===== src/rtl/dmem_pkg.sv =====
// dmem_pkg: shared types, constants and the parity helper for the data memory
// controller. The parity word is only used when DMEM_PARITY_EN is defined.
package dmem_pkg;

    typedef enum logic [1:0] {
        INIT = 2'd0,
        IDLE = 2'd1,
        WAIT = 2'd2,
        RESP = 2'd3
    } state_t;

    localparam int WAIT_CNT_W = 4;

    // Widest data word the parity helper accepts; narrower words are zero-extended,
    // which does not change the XOR reduction.
    localparam int PAR_MAX_W = 64;

    // Even parity bit: makes the total count of ones (data + bit) even.
    function automatic logic even_parity(input logic [PAR_MAX_W-1:0] data);
        return ^data;
    endfunction

endpackage


===== src/rtl/dmem_array.sv =====
// dmem_array: DEPTH x WIDTH single-port RAM with synchronous write and a
// registered, enable-gated read port. Storage contents are never reset; the
// controller clears them with a sweep after reset.
module dmem_array #(
    parameter int WIDTH  = 8,
    parameter int DEPTH  = 32,
    parameter int ADDR_W = 5
) (
    input  logic              clk,
    input  logic              we,
    input  logic              re,
    input  logic [ADDR_W-1:0] addr,
    input  logic [WIDTH-1:0]  wdata,
    output logic [WIDTH-1:0]  rdata
);

    logic [WIDTH-1:0] mem_r [DEPTH];
    logic [WIDTH-1:0] rdata_r;

    // Write port and registered read port; read output holds until the next read.
    always_ff @(posedge clk) begin
        if (we) begin
            mem_r[addr] <= wdata;
        end
        if (re) begin
            rdata_r <= mem_r[addr];
        end
    end

    assign rdata = rdata_r;

endmodule


===== src/rtl/dmem_ctrl.sv =====
// dmem_ctrl: request/response data memory controller with programmable wait
// states, address range checking and a clear sweep after every reset.
// Optional feature: define DMEM_PARITY_EN to store an even parity bit per word
// and flag parity mismatches on reads through rsp_err.
module dmem_ctrl
    import dmem_pkg::*;
#(
    parameter int DATA_W      = 8,
    parameter int ADDR_W      = 5,
    parameter int DEPTH       = 32,
    parameter int WAIT_STATES = 1
) (
    input  logic              clk,
    input  logic              reset,
    input  logic              req_valid,
    output logic              req_ready,
    input  logic              req_write,
    input  logic [ADDR_W-1:0] req_addr,
    input  logic [DATA_W-1:0] req_wdata,
    output logic              rsp_valid,
    output logic [DATA_W-1:0] rsp_rdata,
    output logic              rsp_err,
    output logic              init_busy
);

`ifdef DMEM_PARITY_EN
    localparam int ARR_W = DATA_W + 1;
`else
    localparam int ARR_W = DATA_W;
`endif

    localparam logic [WAIT_CNT_W-1:0] WS_LOAD   = WAIT_CNT_W'(WAIT_STATES);
    localparam logic [ADDR_W-1:0]     LAST_ADDR = ADDR_W'(DEPTH - 1);

    state_t                  state_r;
    logic [ADDR_W-1:0]       cnt_r;
    logic [WAIT_CNT_W-1:0]   wcnt_r;
    logic                    wr_r;
    logic [ADDR_W-1:0]       addr_r;
    logic [DATA_W-1:0]       wdata_r;
    logic                    req_ready_r;
    logic                    rsp_valid_r;
    logic [DATA_W-1:0]       data_r;
    logic                    err_r;
    logic                    from_arr_r;
    logic                    init_busy_r;

    logic                    acc_now_s;
    logic                    acc_wr_s;
    logic [ADDR_W-1:0]       acc_addr_s;
    logic [DATA_W-1:0]       acc_wdata_s;
    logic                    in_range_s;
    logic                    arr_we_s;
    logic                    arr_re_s;
    logic [ADDR_W-1:0]       arr_addr_s;
    logic [DATA_W-1:0]       arr_data_s;
    logic [ARR_W-1:0]        arr_wword_s;
    logic [ARR_W-1:0]        arr_rword_s;
    logic [DATA_W-1:0]       rd_data_s;
    logic                    par_err_s;

    // Select the access operands and decide whether the array access happens at this edge.
    always_comb begin
        acc_now_s   = 1'b0;
        acc_wr_s    = wr_r;
        acc_addr_s  = addr_r;
        acc_wdata_s = wdata_r;
        case (state_r)
            IDLE: begin
                acc_wr_s    = req_write;
                acc_addr_s  = req_addr;
                acc_wdata_s = req_wdata;
                acc_now_s   = req_valid && req_ready_r && (WS_LOAD == {WAIT_CNT_W{1'b0}});
            end
            WAIT: begin
                acc_now_s = (wcnt_r == WAIT_CNT_W'(1));
            end
            default: begin
                acc_now_s = 1'b0;
            end
        endcase
    end

    // A fully populated address space can never be out of range.
    if (DEPTH >= (1 << ADDR_W)) begin : g_full_range
        assign in_range_s = 1'b1;
    end else begin : g_part_range
        localparam logic [ADDR_W-1:0] DEPTH_A = ADDR_W'(DEPTH);
        assign in_range_s = (acc_addr_s < DEPTH_A);
    end

    // Drive the array: sweep writes during INIT, otherwise the in-range access.
    always_comb begin
        arr_we_s   = 1'b0;
        arr_re_s   = 1'b0;
        arr_addr_s = acc_addr_s;
        arr_data_s = acc_wdata_s;
        if (state_r == INIT) begin
            arr_we_s   = 1'b1;
            arr_addr_s = cnt_r;
            arr_data_s = {DATA_W{1'b0}};
        end else begin
            arr_we_s = acc_now_s && acc_wr_s && in_range_s;
            arr_re_s = acc_now_s && !acc_wr_s && in_range_s;
        end
    end

`ifdef DMEM_PARITY_EN
    assign arr_wword_s = {even_parity({{(PAR_MAX_W-DATA_W){1'b0}}, arr_data_s}), arr_data_s};
    assign rd_data_s   = arr_rword_s[DATA_W-1:0];
    assign par_err_s   = even_parity({{(PAR_MAX_W-DATA_W){1'b0}}, rd_data_s}) != arr_rword_s[DATA_W];
`else
    assign arr_wword_s = arr_data_s;
    assign rd_data_s   = arr_rword_s;
    assign par_err_s   = 1'b0;
`endif

    dmem_array #(
        .WIDTH  (ARR_W),
        .DEPTH  (DEPTH),
        .ADDR_W (ADDR_W)
    ) u_array (
        .clk   (clk),
        .we    (arr_we_s),
        .re    (arr_re_s),
        .addr  (arr_addr_s),
        .wdata (arr_wword_s),
        .rdata (arr_rword_s)
    );

    // Controller FSM with registered handshake and response state.
    always_ff @(posedge clk or posedge reset) begin
        if (reset) begin
            state_r     <= INIT;
            cnt_r       <= {ADDR_W{1'b0}};
            wcnt_r      <= {WAIT_CNT_W{1'b0}};
            wr_r        <= 1'b0;
            addr_r      <= {ADDR_W{1'b0}};
            wdata_r     <= {DATA_W{1'b0}};
            req_ready_r <= 1'b0;
            rsp_valid_r <= 1'b0;
            data_r      <= {DATA_W{1'b0}};
            err_r       <= 1'b0;
            from_arr_r  <= 1'b0;
            init_busy_r <= 1'b1;
        end else begin
            rsp_valid_r <= 1'b0;
            // Response payload is captured at the access edge; reads take data from the array port.
            if (acc_now_s) begin
                if (!in_range_s) begin
                    data_r     <= {DATA_W{1'b0}};
                    err_r      <= 1'b1;
                    from_arr_r <= 1'b0;
                end else if (acc_wr_s) begin
                    data_r     <= acc_wdata_s;
                    err_r      <= 1'b0;
                    from_arr_r <= 1'b0;
                end else begin
                    err_r      <= 1'b0;
                    from_arr_r <= 1'b1;
                end
            end
            case (state_r)
                INIT: begin
                    cnt_r <= cnt_r + ADDR_W'(1);
                    if (cnt_r == LAST_ADDR) begin
                        state_r     <= IDLE;
                        req_ready_r <= 1'b1;
                        init_busy_r <= 1'b0;
                    end
                end
                IDLE: begin
                    if (req_valid && req_ready_r) begin
                        wr_r        <= req_write;
                        addr_r      <= req_addr;
                        wdata_r     <= req_wdata;
                        wcnt_r      <= WS_LOAD;
                        req_ready_r <= 1'b0;
                        if (WS_LOAD == {WAIT_CNT_W{1'b0}}) begin
                            state_r     <= RESP;
                            rsp_valid_r <= 1'b1;
                        end else begin
                            state_r <= WAIT;
                        end
                    end
                end
                WAIT: begin
                    wcnt_r <= wcnt_r - WAIT_CNT_W'(1);
                    if (wcnt_r == WAIT_CNT_W'(1)) begin
                        state_r     <= RESP;
                        rsp_valid_r <= 1'b1;
                    end
                end
                RESP: begin
                    state_r     <= IDLE;
                    req_ready_r <= 1'b1;
                end
                default: begin
                    state_r     <= INIT;
                    cnt_r       <= {ADDR_W{1'b0}};
                    req_ready_r <= 1'b0;
                    init_busy_r <= 1'b1;
                end
            endcase
        end
    end

    assign req_ready = req_ready_r;
    assign rsp_valid = rsp_valid_r;
    assign init_busy = init_busy_r;
    assign rsp_rdata = from_arr_r ? rd_data_s : data_r;
    assign rsp_err   = err_r | (from_arr_r & par_err_s);

endmodule

===== config.mk =====
export PLATFORM = sky130hd
export DESIGN_NAME = dmem_ctrl
export DESIGN_NICKNAME = d
export VERILOG_FILES = /design/src/rtl/dmem_pkg.sv /design/src/rtl/dmem_array.sv /design/src/rtl/dmem_ctrl.sv
export SDC_FILE = /design/constraint.sdc
export NUM_CORES = 1
export LEC_CHECK = 0
export CAP_MARGIN = 20
export CORE_MARGIN = 2
export CORE_UTILIZATION = 45
export CTS_CLUSTER_SIZE = 8
export DETAILED_ROUTE_END_ITERATION = 12
export MAX_ROUTING_LAYER = met4
export PLACE_DENSITY = 0.68
export SYNTH_ARGS = -nofsm -noshare
export SYNTH_HDL_FRONTEND = slang
export SYNTH_SLANG_ARGS = --single-unit

===== constraint.sdc =====
create_clock -name clk -period 6 [get_ports clk]
set_input_delay 1.2 -clock clk [delete_from_list [all_inputs] [get_ports clk]]
set_output_delay 1.2 -clock clk [all_outputs]
set_load 0.01 [all_outputs]

==> out/metrics.cfg <==
[status]
status=finished clean

[synthesis]
synth_cell_types=43
syn_inst=976
yosysTopAreaCellShare_pct=63.9
synth_area_leader_cell=edfxtp_1
yosysWarnings=0
ys_seq_area_share_pct=71.4
yosysMostFrequentCell=edfxtp_1
synth.area.top_cells=edfxtp_1 64%, a21oi_1 7.5%, dfrtp_1 7.3%
synth_area_um2=12400
synth_ff_type=edfxtp_1
syn_nets=1001
synth.avg_cell_area_um2=12.7
ys_async_sr_fraction_pct=12.3
synthTopCellsByCount=264 x edfxtp_1, 230 x nand2_1, 185 x a21oi_1
synth_edf_count=264
ys_ff_latch=301

[clock_tree]
cts_buffers=43
cts_hold_buf=0
cts-resized-gates=0
cts_tree=built
post-cts-setup-buffers=0
worst_skew_pair.late_latency_ps=530
clkTransAtPathRegs_ps=50
clockBufferDepth=3
htreeDepth=2
cts.sinks=301
cts_root_buffer=clkbuf_16

[route]
wl_met2_um=13300
route.met3.wl_um=2620
drt-total-wl_um=29400
wl_per_cell_um=21.6
drtIter0Drc=1107
firstDrtPassIters=7
final_antenna_net_count=0
drt-met1-wl_um=12500
dr.max_layer_used=met4
drc=0
vias=7892
viasPerCell=5.79

[worst_hold_path]
hold_class=reg -> reg
whs_path_depth=1

[setup_path]
crit_fanout=27
crit_family=simple AND/OR/NAND/NOR gates
reg2reg_depth=7
worst_setup_path_start_kind=input pin
cp_slowest_cell=nor2_1
path_cells=clkdlybuf4s50_1 > mux2i_1 > o21ai_4 > nand2_1 > nor2_1
crit_required_ps=6150
worst_ep_arrival_time_ps=3800
cp_num_cells=5
end_kind=flop
crit_type=in -> reg
timing.critical_path.buf_inv=1
critical-path-max-stage-delay_ps=710

[global_routing]
grt_max_degree=67
grt_pass1_wl_um=45500
grtUsageTotal_pct=21.5
grt_pass1_vias=7644
grt_overflow=0
antenna_found_initial=0

[finish]
area_growth_pct=14.3
drive_gt1_share_pct=10.6
nNetsFinal=1030
fillers=2253
multi_input_area_um2=3250
diodes=0
seq_area_um2=8850

[power]
peakVddDrop_uv=379
finalPower_mw=8.87
power.leakage_nw=4.93
power_density_nw_per_um2=627

[die]
start_util_pct=45.9
dieArea_um2=28900
pin_count=29
die_y_um=170
rows=60
coreArea_um2=27000
dieWidth_um=170

[placement]
dpl.hpwl_um=17400
port_buffers=27
gp_congestion=0.892

[timing]
fin_crit_ps=3650
rsz0062_at_grt=no
slew_violations=0
fmax_mhz=274
relSlewSlack_pct=28.4
tns_ps=0
clock_skew_ps=11.9
min_period_over_period_pct=60.9
setup_viol=0
worst_pin_slew_ps=1070
whs_ps=486
hold_viol=0

[run]
maxCapViolCount=0

## stage by stage
| step | cell area [um2] | setup slack (ps) | utilization [%] | std cells |
|---|---|---|---|---|
| after global routing | 14200 | 2170 | 52.4 | 1363 |
| final | 14200 | 2350 | 52.4 | 1363 |
| after global placement | 13000 | 1940 | 48.0 | 1301 |
| after floorplan | 12400 | 3150 | - | 976 |
| after detailed placement | 13000 | 1890 | 48.0 | 1301 |
| after CTS | 14200 | 2430 | 52.4 | 1363 |
## cell families (layout without fill, tap and decap cells)
group	count (synthesis)	after routing	share of synthesized area, %
buf+inv	67	113	2.84
other cells	1	1	0.0302
mux	42	42	3.76
flops	301	301	71.4
simple gates	315	315	10.1
compound gates	239	239	10.8
fa+ha+maj	8	8	0.807
xor+xnor	3	3	0.212
## state kept, by name, summed over array words and instances (netlist names), 2 cells and up
register and flops:
data_r 8, wdata_r 8, u_array.rdata 8, cnt_r 5, state_r 2, u_array.mem_r 256
wcnt_r 4, addr_r 5
## cells in the final DEF (no fill, tap or decap), drive strengths merged, types with 2 or more instances in the layout
cell type / Yosys / final
nor2: 57 / 57
a32oi: 16 / 16
mux2i: 15 / 15
a21oi: 187 / 187
nand4: 9 / 9
clkinv: 0 / 2
inv: 8 / 9
and3: 2 / 2
o221ai: 2 / 2
nand2: 230 / 230
o21a: 3 / 3
mux2: 27 / 27
or3: 3 / 3
clkbuf: 12 / 59
xnor2: 2 / 2
ha: 8 / 8
nand2b: 3 / 3
a21boi: 2 / 2
dfrtp: 36 / 36
edfxtp: 264 / 264
buf: 47 / 16
o21ai: 7 / 7
nor3: 2 / 2
a22oi: 16 / 16
nand3: 7 / 7
clkdlybuf4s50: 0 / 27
o41ai: 2 / 2
## worst reg2reg max path: stages (launching register included)
cell	delay [ps]
dfrtp_1	370
inv_1	120
ha_1	160
buf_4	300
mux2i_1	240
o21ai_4	650
nand2_1	590
nor2_1	720
## per-layer routing
metal	track usage, %	vias up
met2	31.9	403
li1	-	3608
met1	29.9	3817
met3	3.81	64
met5	-	-
met4	8.10	0
## power by group
part	total (mW)	switching [mW]	internal, mW	leakage (nW)
Clock	2.15	0.825	1.32	0.575
Sequential	3.04	0.105	2.93	2.83
Combinational	3.69	2.66	1.03	1.52
## area by class of cell
type,count,share of cell area [%]
sequential,301,62.5
multi-input combinational,608,22.9
clock buffer,59,8.17
tap,341,3.01
timing repair buffer,43,2.93
clock inverter,3,0.212
inverter,8,0.212
## worst paths after layout
path | end | slack (ps) | from
setup / recovery | u_array.mem_r[7][6]$_DFFE_PP_ | 2350 | req_addr[1]
max in group asynchronous | init_busy$_DFFE_PP1P_ | 4550 | reset
setup reg to reg | u_array.mem_r[7][6]$_DFFE_PP_ | 2460 | state_r[1]$_DFFE_PP0P_
hold reg to reg | init_busy$_DFFE_PP1P_ | 490 | init_busy$_DFFE_PP1P_
min in group asynchronous | wdata_r[1]$_DFFE_PP0P_ | 1090 | reset
hold / removal | init_busy$_DFFE_PP1P_ | 490 | init_busy$_DFFE_PP1P_
Power figures use the tool's default switching activity.
